--- config.mk ---
export PLATFORM = sky130hd
export DESIGN_NAME = truth_table_sweeper
export DESIGN_NICKNAME = d
export VERILOG_FILES = /design/src/rtl/truth_table_pkg.sv /design/src/rtl/lut_select.sv /design/src/rtl/truth_table_sweeper.sv
export SDC_FILE = /design/constraint.sdc
export NUM_CORES = 1
export LEC_CHECK = 0
export ABC_AREA = 1
export CAP_MARGIN = 20
export CORE_UTILIZATION = 53
export DETAILED_ROUTE_END_ITERATION = 10
export GPL_TIMING_DRIVEN = 0
export HOLD_SLACK_MARGIN = 0.03
export PLACE_DENSITY = 0.93
export REMOVE_ABC_BUFFERS = 1
export SETUP_SLACK_MARGIN = 0.5
export SYNTH_ARGS = -nofsm -noshare
export SYNTH_HDL_FRONTEND = slang
export SYNTH_HIERARCHICAL = 1
export SYNTH_SLANG_ARGS = --single-unit
export TNS_END_PERCENT = 100
--- constraint.sdc ---
create_clock -name clk -period 3.1 [get_ports clk]
set_input_delay 0.62 -clock clk [delete_from_list [all_inputs] [get_ports clk]]
set_output_delay 0.62 -clock clk [all_outputs]
set_load 0.02 [all_outputs]
--- src/rtl/truth_table_pkg.sv ---
// Shared encodings for the truth-table sweeper.
//   state_t       : sweeper FSM states (IDLE / SWEEP / FINISH)
//   MODE_ALL      : emit every row of the table
//   MODE_MINTERMS : emit only rows whose function value is 1
package truth_table_pkg;

  typedef enum logic [1:0] {
    ST_IDLE   = 2'd0,
    ST_SWEEP  = 2'd1,
    ST_FINISH = 2'd2
  } state_t;

  localparam logic MODE_ALL      = 1'b0;
  localparam logic MODE_MINTERMS = 1'b1;

endpackage

--- src/rtl/lut_select.sv ---
// Combinational ROWS-to-1 truth-table lookup.
//   lut     : truth table, bit i = f(row i)
//   sel     : row number {in[N_IN-1]..in[0]}
//   bit_out : f(sel)
module lut_select #(
  parameter  int N_IN = 3,
  localparam int ROWS = 1 << N_IN
) (
  input  logic [ROWS-1:0] lut,
  input  logic [N_IN-1:0] sel,
  output logic            bit_out
);

  assign bit_out = lut[sel];

endmodule

--- src/rtl/truth_table_sweeper.sv ---
// Sweeps a programmable N_IN-input truth table in ascending row order and
// emits each row over a valid/ready handshake, counting emitted minterms.
//   clk, reset_n   : rising-edge clock, async active-low reset
//   start          : begin a sweep (only looked at in IDLE)
//   mode           : 0 = emit all rows, 1 = emit only rows with f=1
//   cfg_lut        : truth table, latched at start
//   busy / done    : sweep in progress / one-cycle end pulse
//   row_valid, row_ready, row_in, row_out : row handshake
//   minterm_count  : emitted rows with row_out=1, held until next start
module truth_table_sweeper
  import truth_table_pkg::*;
#(
  parameter  int N_IN = 3,
  localparam int ROWS = 1 << N_IN
) (
  input  logic            clk,
  input  logic            reset_n,
  input  logic            start,
  input  logic            mode,
  input  logic [ROWS-1:0] cfg_lut,
  output logic            busy,
  output logic            done,
  output logic            row_valid,
  input  logic            row_ready,
  output logic [N_IN-1:0] row_in,
  output logic            row_out,
  output logic [N_IN:0]   minterm_count
);

  // Index carries one spare bit so the last-row compare is never confused
  // with a wrapped-around row 0.
  localparam logic [N_IN:0] LAST = (N_IN+1)'(ROWS - 1);

  state_t          state, state_n;
  logic [N_IN:0]   index, index_n;
  logic [N_IN:0]   count_n;
  logic [ROWS-1:0] lut_q;
  logic            mode_q;
  logic            lut_bit;
  logic            sweeping;
  logic            advance;

  lut_select #(.N_IN(N_IN)) u_sel (
    .lut     (lut_q),
    .sel     (index[N_IN-1:0]),
    .bit_out (lut_bit)
  );

  always_ff @(posedge clk or negedge reset_n) begin
    if (!reset_n) begin
      state         <= ST_IDLE;
      index         <= '0;
      minterm_count <= '0;
      lut_q         <= '0;
      mode_q        <= MODE_ALL;
    end else begin
      state         <= state_n;
      index         <= index_n;
      minterm_count <= count_n;
      if (state == ST_IDLE && start) begin
        lut_q  <= cfg_lut;
        mode_q <= mode;
      end
    end
  end

  always_comb begin
    state_n   = state;
    index_n   = index;
    count_n   = minterm_count;
    sweeping  = (state == ST_SWEEP);
    // Outputs depend only on registered state, so a presented row cannot
    // change until the index moves, i.e. until the handshake edge.
    row_valid = sweeping && (mode_q == MODE_ALL || lut_bit);
    // Rows skipped in minterm mode advance without waiting for ready.
    advance   = sweeping && (row_valid ? row_ready : 1'b1);
    case (state)
      ST_IDLE: begin
        if (start) begin
          state_n = ST_SWEEP;
          index_n = '0;
          count_n = '0;
        end
      end
      ST_SWEEP: begin
        if (advance) begin
          if (row_valid && lut_bit) count_n = minterm_count + (N_IN+1)'(1);
          if (index == LAST) state_n = ST_FINISH;
          else               index_n = index + (N_IN+1)'(1);
        end
      end
      ST_FINISH: state_n = ST_IDLE;
      default:   state_n = ST_IDLE;
    endcase
  end

  assign busy    = sweeping;
  assign done    = (state == ST_FINISH);
  assign row_in  = sweeping ? index[N_IN-1:0] : '0;
  assign row_out = sweeping && lut_bit;

endmodule

==> results of run 1 <==
## cell type report
type	count	area share, %
repair buffers	23	16.3
clock buffers	3	1.62
clock inverters	1	0.359
inverters	31	8.35
well taps	27	2.42
flip-flops and latches	19	34.2
multi-input cells	98	36.7
## state kept, by name (all words and copies together) (netlist names)
| signal | cells |
|---|---|
| state | 2 |
| index | 4 |
| lut_q | 8 |
| mode_q | 1 |
| minterm_count | 4 |
## layout by cell type, fill, tap and decap left out
cell type / Yosys / routed
a21oi_1: 1 / 1
clkbuf_4: 0 / 3
clkdlybuf4s50_1: 0 / 21
clkinv_1: 1 / 1
clkinv_2: 0 / 1
dfrtp_1: 19 / 18
dfrtp_2: 0 / 1
dlygate4sd2_1: 0 / 2
ha_1: 2 / 2
inv_1: 27 / 27
inv_2: 3 / 3
nand2_1: 50 / 50
nand2_2: 2 / 2
nand3_1: 8 / 8
nand3_2: 1 / 1
nand3_4: 3 / 3
nand4_1: 1 / 1
nor2_1: 13 / 13
nor2_8: 1 / 1
o211ai_1: 1 / 1
o21a_2: 1 / 1
o21ai_1: 9 / 9
o21ai_2: 3 / 3
o31ai_1: 1 / 1
xor2_1: 1 / 1
## what timing repair did
action,CTS,global route
gates resized for setup,3,0
setup endpoints to repair,2,0
hold endpoints to repair,0,0
## kinds of logic after synthesis
family | synth area share, %
AOI/OAI and AO/OA | 9.01
DFF | 42.8
buffers and inverters | 11.1
and+or+nand+nor | 34.0
xor gates and xnor gates | 0.788
adders and majority gates | 2.25
## metrics by stage
| stage | setup slack [ns] | utilization [%] |
|---|---|---|
| after CTS | 0.666 | 71.0 |
| after detailed placement | 0.645 | 69.7 |
| after global routing | 0.509 | 71.0 |
| after floorplan | 1.23 | - |
| final | 0.654 | 71.0 |
| after global placement | 0.689 | 69.7 |
## power by group
| group | switching [mW] | internal [mW] |
|---|---|---|
| combinational | 0.495 | 0.339 |
| sequential | 0.115 | 0.357 |
| clock | 0.0766 | 0.0481 |
## routing by layer
layer	share of wire (%)	vias to the layer above	wire length [um]	GRT usage [%]
li1	-	507	-	-
met1	46	445	931	23.3
met2	50	20	1010	35.1
met3	2.8	4	56	3.77
met4	1.4	0	29	9.44
met5	0	-	0	0
## final timing paths
kind	from	end	slack (ns)	cells past startpoint
setup / recovery	index[0]$_DFFE_PN0P_	row_out	0.65	9
hold / removal	lut_q[6]$_DFFE_PN0P_	lut_q[6]$_DFFE_PN0P_	0.50	2
setup reg to reg	index[0]$_DFFE_PN0P_	index[0]$_DFFE_PN0P_	1.54	13
hold reg to reg	lut_q[6]$_DFFE_PN0P_	lut_q[6]$_DFFE_PN0P_	0.50	2
max in group asynchronous	reset_n	index[0]$_DFFE_PN0P_	1.78	1
min in group asynchronous	reset_n	state[0]$_DFFE_PN0P_	0.77	1
## worst max-delay path: stages (launching register included)
cell,delay [ns]
dfrtp_2,0.47
inv_2,0.07
nand2_1,0.06
nand3_1,0.07
nand2_1,0.08
nand2_1,0.04
nand2_1,0.08
clkinv_1,0.11
nor2_1,0.20
dlygate4sd2_1,0.36
==> flow_summary.json, run 1 <==
{
  "viasPerCell": 4.83,
  "synth_commonest_cells": "nand2_1, inv_1, dfrtp_1, nor2_1, o21ai_1",
  "clkLatencyLatePin_ns": 0.30,
  "synthFlopType": "dfrtp_1",
  "dp_cells": 198,
  "crit_fanout": 9,
  "worst_setup_path_start_kind": "register",
  "power.total_mw": 1.43,
  "synth_top_area_cell": "dfrtp_1",
  "dieArea_um2": 2280,
  "power_density_nw_per_um2": 1030,
  "holdBufCountCts": 0,
  "status": "complete, no violations",
  "fmaxAchievable_mhz": 409,
  "grt_pass1_wl_um": 3170,
  "grt_max_degree": 20,
  "core_area_um2": 1960,
  "n_antenna_cell": 0,
  "postCtsSetupBuffers": 0,
  "syn-cell-area_um2": 1110,
  "ios": 24,
  "final.min_clock_period_ns": 2.45,
  "dr.pass1.iters": 4,
  "htree_levels": 1,
  "rsz0062_at_grt": "false",
  "initialDrtViolationCount": 27,
  "clockBufferDepth": 2,
  "fin_nets": 191,
  "grt_usage_pct": 20.0,
  "regArea_um2": 477,
  "cp-end-kind": "primary output",
  "hpwl_um": 1540,
  "instances_no_fill": 202,
  "ys_warn_count": 6,
  "drv_cap": 0,
  "fin_hold_ws_ns": 0.499,
  "ys_async_sr_fraction_pct": 100,
  "post-route-cell-area_um2": 1390,
  "die_h_um": 47.8,
  "grt_antenna_before_repair": 0,
  "synth_area_per_cell_um2": 7.46,
  "vias": 976,
  "start_util_pct": 56.6,
  "synth_cell_types": 21,
  "cp_data_arrival_time_ns": 1.83,
  "leakagePower_nw": 0.754,
  "synth_top_area_share_pct": 42.8,
  "hold_violations": 0,
  "synth.most_common_cell": "nand2_1",
  "cts-root-buf": "clkbuf_4",
  "slew_headroom_pct": 46.7,
  "grt_overflow": 0,
  "path_class": "register to primary output",
  "fp.dieW_um": 47.8,
  "hp-class": "register to register",
  "synthToLayoutAreaGrowth_pct": 25.5,
  "placed_cell_area_um2": 1370,
  "cts_sinks": 19,
  "multi_input_comb_area_um2": 512,
  "synth_cells": 149,
  "synth_area_leaders": "dfrtp_1, nand2_1, inv_1",
  "core.rowCount": 16,
  "worstMarginPinSlew_ns": 0.797,
  "grt_pass1_vias": 822,
  "cts_buffers": 3,
  "postRouteAntennaNets": 0,
  "required_ns": 2.48,
  "portBuffers": 23,
  "postRouteWirelength_um": 2030,
  "drive_above_1_share_pct": 10.9,
  "clock_skew_ns": 0.00923,
  "gp_congestion": 0.849,
  "drc": 0,
  "fillCellCount": 170,
  "synth_edf_count": 0,
  "slew_violations": 0,
  "post-route-period-util_pct": 78.9,
  "tns_ns": 0,
  "finalSetupViolCount": 0,
  "cts_tree": "done",
  "vdd_ir_drop_max_mv": 0.542,
  "yosysSeqAreaShare_pct": 42.8,
  "wire_per_inst_um": 10.1,
  "ys_ff_latch": 19,
  "clk_pin_slew_worst_paths_ns": 0.10
}
Power figures use the tool's default switching activity.
==> inputs of run 2 (changes only) <==
--- a/config.mk
+++ b/config.mk
@@ -7,11 +7,11 @@
 export LEC_CHECK = 0
 export ABC_AREA = 1
 export CAP_MARGIN = 20
-export CORE_UTILIZATION = 53
+export CORE_UTILIZATION = 45
 export DETAILED_ROUTE_END_ITERATION = 10
 export GPL_TIMING_DRIVEN = 0
 export HOLD_SLACK_MARGIN = 0.03
-export PLACE_DENSITY = 0.93
+export PLACE_DENSITY = 0.85
 export REMOVE_ABC_BUFFERS = 1
 export SETUP_SLACK_MARGIN = 0.5
 export SYNTH_ARGS = -nofsm -noshare
==> constraint.sdc (replaced) <==
create_clock -name clk -period 2.2 [get_ports clk]
set_input_delay 0.44 -clock clk [delete_from_list [all_inputs] [get_ports clk]]
set_output_delay 0.44 -clock clk [all_outputs]
set_load 0.02 [all_outputs]
==> run 2 against run 1 <==
  * Count of clock-buffer cells in the layout rose by 1
  * Die area increased by 17%
  * Design area is 5.8% higher
  * Register-to-register slack worse by 1.1 ns
  * Setup slack lost 0.40 ns
  * Clock skew fell by 0.0078 ns
  * Global-route usage shrank 0.27 points
  * Clock power up 40%
  * Sequential power increased by 39%
  * Total power rose by 57%
  * Via count is 3.0% higher
  * First-iteration DRC count decreased by 30%
==> flow_summary.json, run 2 (synthesis gave the netlist of run 1 again) <==
{
  "clk_pin_slew_worst_paths_ns": 0.10,
  "power_frac_comb_pct": 63.1,
  "crit_fanout": 6,
  "worst_setup_path_start_kind": "register",
  "postRouteWirelength_um": 2290,
  "cp_data_arrival_time_ns": 1.50,
  "fmaxAchievable_mhz": 514,
  "synthToLayoutAreaGrowth_pct": 32.8,
  "grt_overflow": 0,
  "portBuffers": 23,
  "gp_congestion": 0.820,
  "drv_cap": 0,
  "grt_pass1_wl_um": 3880,
  "hpwl_um": 1690,
  "viasPerCell": 4.79,
  "hold_violations": 0,
  "core_area_um2": 2280,
  "dr.pass1.iters": 5,
  "largest_register_ffs": 8,
  "cp-end-kind": "primary output",
  "fp.dieW_um": 51.7,
  "grt_usage_pct": 19.7,
  "final.min_clock_period_ns": 1.94,
  "final_cell_mix": "nand2_1, inv_1, dfrtp_1, clkdlybuf4s50_1, buf_4",
  "n_antenna_cell": 0,
  "cts_sinks": 19,
  "p_int_mw": 1.19,
  "grt_max_degree": 20,
  "worstMarginPinSlew_ns": 0.844,
  "fillCellCount": 209,
  "vdd_ir_drop_max_mv": 0.747,
  "cts-root-buf": "clkbuf_4",
  "reg_top3": "lut_q (8), index (4), minterm_count (4)",
  "clock_skew_ns": 0.00138,
  "start_util_pct": 48.8,
  "final_core_util_pct": 64.8,
  "drive_above_1_share_pct": 24.7,
  "cts_buffers": 3,
  "vias": 1005,
  "finalSetupViolCount": 0,
  "hp-class": "register to register",
  "wire_per_inst_um": 10.9,
  "cts_tree": "done",
  "placed_cell_area_um2": 1370,
  "path_class": "register to primary output",
  "post-place-ws_ns": -0.0711,
  "status": "complete, no violations",
  "final_common_cell": "nand2_1",
  "fin_nets": 198,
  "regArea_um2": 480,
  "die_h_um": 51.7,
  "power_density_nw_per_um2": 1520,
  "post-route-cell-area_um2": 1480,
  "seqPwrFrac_pct": 29.1,
  "clkLatencyLatePin_ns": 0.30,
  "rsz0062_at_grt": "true",
  "required_ns": 1.76,
  "swShare_pct": 47.0,
  "clockBufferDepth": 2,
  "slew_violations": 0,
  "grt_antenna_before_repair": 0,
  "postRouteAntennaNets": 0,
  "regMostFlops": "lut_q",
  "drc": 0,
  "initialDrtViolationCount": 19,
  "dieArea_um2": 2670,
  "grt_pass1_vias": 958,
  "post-route-period-util_pct": 88.4,
  "fin_ws_ns": 0.256,
  "slew_headroom_pct": 43.5,
  "multi_input_comb_area_um2": 548,
  "ios": 24,
  "htree_levels": 1,
  "pwr-share-clk_pct": 7.8,
  "tns_ns": 0,
  "p_sw_mw": 1.06,
  "core.rowCount": 17,
  "leakagePower_nw": 0.809
}
==> run 2: cell types whose count changed in the layout (fill, tap and decap cells not counted), moves of 2 or more <==
cell	before	now
buf_4	0	11
buf_6	0	2
clkdlybuf4s50_1	21	12
dfrtp_1	18	15
dfrtp_2	1	4
dlygate4sd2_1	2	4
nand2_1	50	47
nand2_2	2	4
nor2_1	13	9
nor2_2	0	3
==> run 2: final cells by class <==
class	count	share of cell area (%)
clock buffer	4	1.78
inverter	31	8.14
multi-input combinational	98	37.2
sequential	19	32.6
tap	28	2.37
timing repair buffer	30	18.0
==> run 2: layer usage <==
| layer | part of all wire, % | track usage [%] |
|---|---|---|
| met5 | 0 | 0 |
| met4 | 1.2 | 6.76 |
| met3 | 3.9 | 3.80 |
| met2 | 55 | 35.7 |
| met1 | 40 | 23.0 |
==> run 2: worst paths after layout <==
path,start,to,slack (ns),depth (start not counted)
worst max-delay path,index[0]$_DFFE_PN0P_,row_valid,0.26,9
worst min-delay path,lut_q[6]$_DFFE_PN0P_,lut_q[6]$_DFFE_PN0P_,0.50,2
worst max register to register,index[0]$_DFFE_PN0P_,index[1]$_DFFE_PN0P_,0.47,15
worst min register to register,lut_q[6]$_DFFE_PN0P_,lut_q[6]$_DFFE_PN0P_,0.50,2
max in group asynchronous,reset_n,state[0]$_DFFE_PN0P_,1.02,1
min in group asynchronous,reset_n,index[2]$_DFFE_PN0P_,0.61,1
==> run 2: per-stage QoR <==
stage / std cells / hold slack, ns / total power, mW
floorplan: 148 / 0.144 / 1.48
global placement: 199 / 0.474 / 1.82
detailed placement: 199 / 0.480 / 1.89
CTS: 207 / 0.506 / 2.09
global route: 210 / 0.540 / 2.45
finish: 210 / 0.498 / 2.25
==> run 2: worst max-delay path: stages, from the launching register on <==
cell and delay, ns:
dfrtp_2 0.43, inv_2 0.07, nand2_1 0.07, nand3_2 0.06, nand2_1 0.07, nand2_1 0.05
nand2_1 0.07, clkinv_2 0.09, a21oi_2 0.16, buf_6 0.13
==> run 2: repair_timing <==
action / 4_1_cts / 5_1_grt
setup buffers: 4 / 3
resized for setup: 39 / 17
hold buffers: 0 / 0
endpoints found under the setup margin: 11 / 14
pin swaps: 3 / 6
==> run 2: power by group through the flow <==
stage	sequential [mW]	clock, mW	combinational [mW]
after floorplan	0.661	0	0.822
after global placement	0.654	0	1.17
after CTS	0.650	0.182	1.26
after global routing	0.683	0.201	1.57
final	0.655	0.175	1.42
after detailed placement	0.666	0	1.22
==> inputs of run 3 (changes only) <==
--- a/config.mk
+++ b/config.mk
@@ -6,7 +6,9 @@
 export NUM_CORES = 1
 export LEC_CHECK = 0
 export ABC_AREA = 1
+export ABC_CLOCK_PERIOD_IN_PS = 2200
 export CAP_MARGIN = 20
+export CORE_ASPECT_RATIO = 1.75
 export CORE_UTILIZATION = 45
 export DETAILED_ROUTE_END_ITERATION = 10
 export GPL_TIMING_DRIVEN = 0
==> run 3 against run 2 <==
  * Setup slack gained 0.043 ns
  * Routed wire length shrank 0.96%
  * Register-to-register slack gained 0.14 ns
  * Via count shrank 0.30%
  * Non-clock buffer count shrank 5
  * Utilization shrank 2.6 points
  * Largest power group unchanged
  * Hold slack lost 0.0063 ns
  * Combinational power shrank 11%
  * Total power shrank 3.2%
  * Clock power grew 42%
  * Flip-flop and latch count is the same
==> flow_summary.json, run 3 (synthesis gave the netlist of run 1 again) <==
{
  "hpwl_um": 1700,
  "ios": 24,
  "crit_start": "index[0]$_DFFE_PN0P_",
  "regMostFlops": "lut_q",
  "p_int_mw": 1.12,
  "finalSetupViolCount": 0,
  "drv_cap": 0,
  "cts_sinks": 19,
  "core.rowCount": 23,
  "vias": 1002,
  "final.min_clock_period_ns": 1.90,
  "fmaxAchievable_mhz": 526,
  "r2r_start": "index[0]$_DFFE_PN0P_",
  "grt_pass1_wl_um": 3800,
  "cp_data_arrival_time_ns": 1.46,
  "fin_nets": 193,
  "clock_skew_ns": 0.00155,
  "crit_chain": "inv_2, nand2_1, nand3_1, nand2_1, nand2_1, nand2_2, inv_4, a21oi_2, buf_4",
  "final_cell_mix": "nand2_1, inv_1, dfrtp_1, clkdlybuf4s50_1, nor2_1",
  "gp_congestion": 0.826,
  "drive_above_1_share_pct": 19.8,
  "fin_ws_ns": 0.299,
  "min_path_cells": 2,
  "start_util_pct": 48.3,
  "dp_cells": 196,
  "clk_pin_slew_worst_paths_ns": 0.07,
  "postRouteAntennaNets": 0,
  "cp-end-kind": "primary output",
  "required_ns": 1.76,
  "p_sw_mw": 1.05,
  "tns_ns": 0,
  "power_density_nw_per_um2": 1520,
  "worst_setup_path_start_kind": "register",
  "grt_antenna_before_repair": 0,
  "vdd_ir_drop_max_mv": 0.739,
  "pwr-share-clk_pct": 11.4,
  "regArea_um2": 480,
  "grt_max_degree": 20,
  "multi_input_comb_area_um2": 541,
  "post-route-period-util_pct": 86.4,
  "leakagePower_nw": 0.785,
  "cpMaxStageDelayCell": "dfrtp_2",
  "die_h_um": 67.7,
  "r2r_end": "minterm_count[2]$_DFFE_PN0P_",
  "path_class": "register to primary output",
  "instances_no_fill": 202,
  "power_frac_comb_pct": 58.2,
  "critPathCapture": "row_valid",
  "rsz0062_at_grt": "true",
  "viasPerCell": 4.96,
  "final_common_cell": "nand2_1",
  "grt_pass1_vias": 965,
  "initialDrtViolationCount": 27,
  "reg2reg_depth": 12,
  "synthToLayoutAreaGrowth_pct": 28.9,
  "dr.pass1.iters": 4,
  "fillCellCount": 217,
  "post-place-ws_ns": -0.0697,
  "hold_violations": 0,
  "slew_headroom_pct": 44.2,
  "htree_levels": 1,
  "portBuffers": 23,
  "worst_path_most_repeated_cell": "nand2_1",
  "wire_per_inst_um": 11.2,
  "swShare_pct": 48.4,
  "n_antenna_cell": 0,
  "clkLatencyLatePin_ns": 0.26,
  "slowest_delay_ns": 0.42,
  "drc": 0,
  "largest_register_ffs": 8,
  "crit_fanout": 6,
  "grt_overflow": 0,
  "dieArea_um2": 2680,
  "cts_buffers": 3,
  "seqPwrFrac_pct": 30.4,
  "slew_violations": 0,
  "power.total_mw": 2.18,
  "r2r_setup_slack_ns": 0.61,
  "worstMarginPinSlew_ns": 0.835,
  "status": "complete, no violations",
  "core_area_um2": 2300,
  "postRouteWirelength_um": 2260,
  "hp-class": "register to register",
  "cts_tree": "done",
  "clockBufferDepth": 2,
  "cts-root-buf": "clkbuf_8",
  "grt_usage_pct": 20.7,
  "reg_top3": "lut_q (8), index (4), minterm_count (4)",
  "fp.dieW_um": 39.6
}
-- run 3: cell count changes in the layout (fill, tap and decap cells not counted), moves of 2 or more --
cell,before,now
nor2_1,9,11
clkbuf_4,3,0
nor2_2,3,1
clkbuf_8,0,3
buf_6,2,0
buf_4,11,4
buf_2,0,3
-- run 3: repair_timing --
item / CTS / global route
gates cloned: 0 / 0
pin swaps: 6 / 5
setup endpoints to repair: 11 / 11
setup buffers: 2 / 0
hold buffers: 0 / 0
gates resized for setup: 36 / 12
-- run 3: power groups by stage --
stage	logic (mW)	clock network [mW]	registers, mW
after CTS	1.22	0.250	0.655
after floorplan	0.822	0	0.661
final	1.27	0.248	0.662
after detailed placement	1.22	0	0.666
after global routing	1.42	0.269	0.683
after global placement	1.18	0	0.655
-- run 3: how the worst min path moves through the flow --
| stage | slack (ns) | start | to |
|---|---|---|---|
| global route | 0.53 | lut_q[4]$_DFFE_PN0P_ | lut_q[4]$_DFFE_PN0P_ |
| floorplan | 0.14 | reset_n | index[0]$_DFFE_PN0P_ |
| detailed placement | 0.48 | lut_q[4]$_DFFE_PN0P_ | lut_q[4]$_DFFE_PN0P_ |
| finish | 0.49 | lut_q[4]$_DFFE_PN0P_ | lut_q[4]$_DFFE_PN0P_ |
| global placement | 0.47 | lut_q[7]$_DFFE_PN0P_ | lut_q[7]$_DFFE_PN0P_ |
| CTS | 0.50 | lut_q[4]$_DFFE_PN0P_ | lut_q[4]$_DFFE_PN0P_ |
-- run 3: per-layer routing --
| metal | part of all wire (%) | GRT usage [%] | up-vias |
|---|---|---|---|
| met5 | 0 | 0 | - |
| met4 | 2.0 | 11.6 | 0 |
| met3 | 3.5 | 3.29 | 5 |
| met2 | 56 | 39.1 | 29 |
| met1 | 38 | 19.1 | 459 |
| li1 | - | - | 509 |
-- run 3: metrics by stage --
step	utilization [%]	hold slack [ns]	area, um2
6_report	62.2	0.492	1430
5_1_grt	62.2	0.525	1430
4_1_cts	61.1	0.498	1410
3_5_place_dp	59.3	0.481	1370
3_3_place_gp	59.3	0.472	1370
2_1_floorplan	-	0.144	1100
-- run 3: cell type report --
class	instances	share of cell area, %
clock buffers	4	3.14
flip-flops and latches	19	33.5
inverters	31	8.47
well taps	25	2.18
repair buffers	25	14.9
multi-input cells	98	37.7
-- run 3: critical path, delay by kind of cell, from the launching register on --
| kind | cells | cell delay, ns |
|---|---|---|
| simple gates | 5 | 0.38 |
| compound gates | 1 | 0.11 |
| flops | 1 | 0.42 |
| buf+inv | 3 | 0.28 |
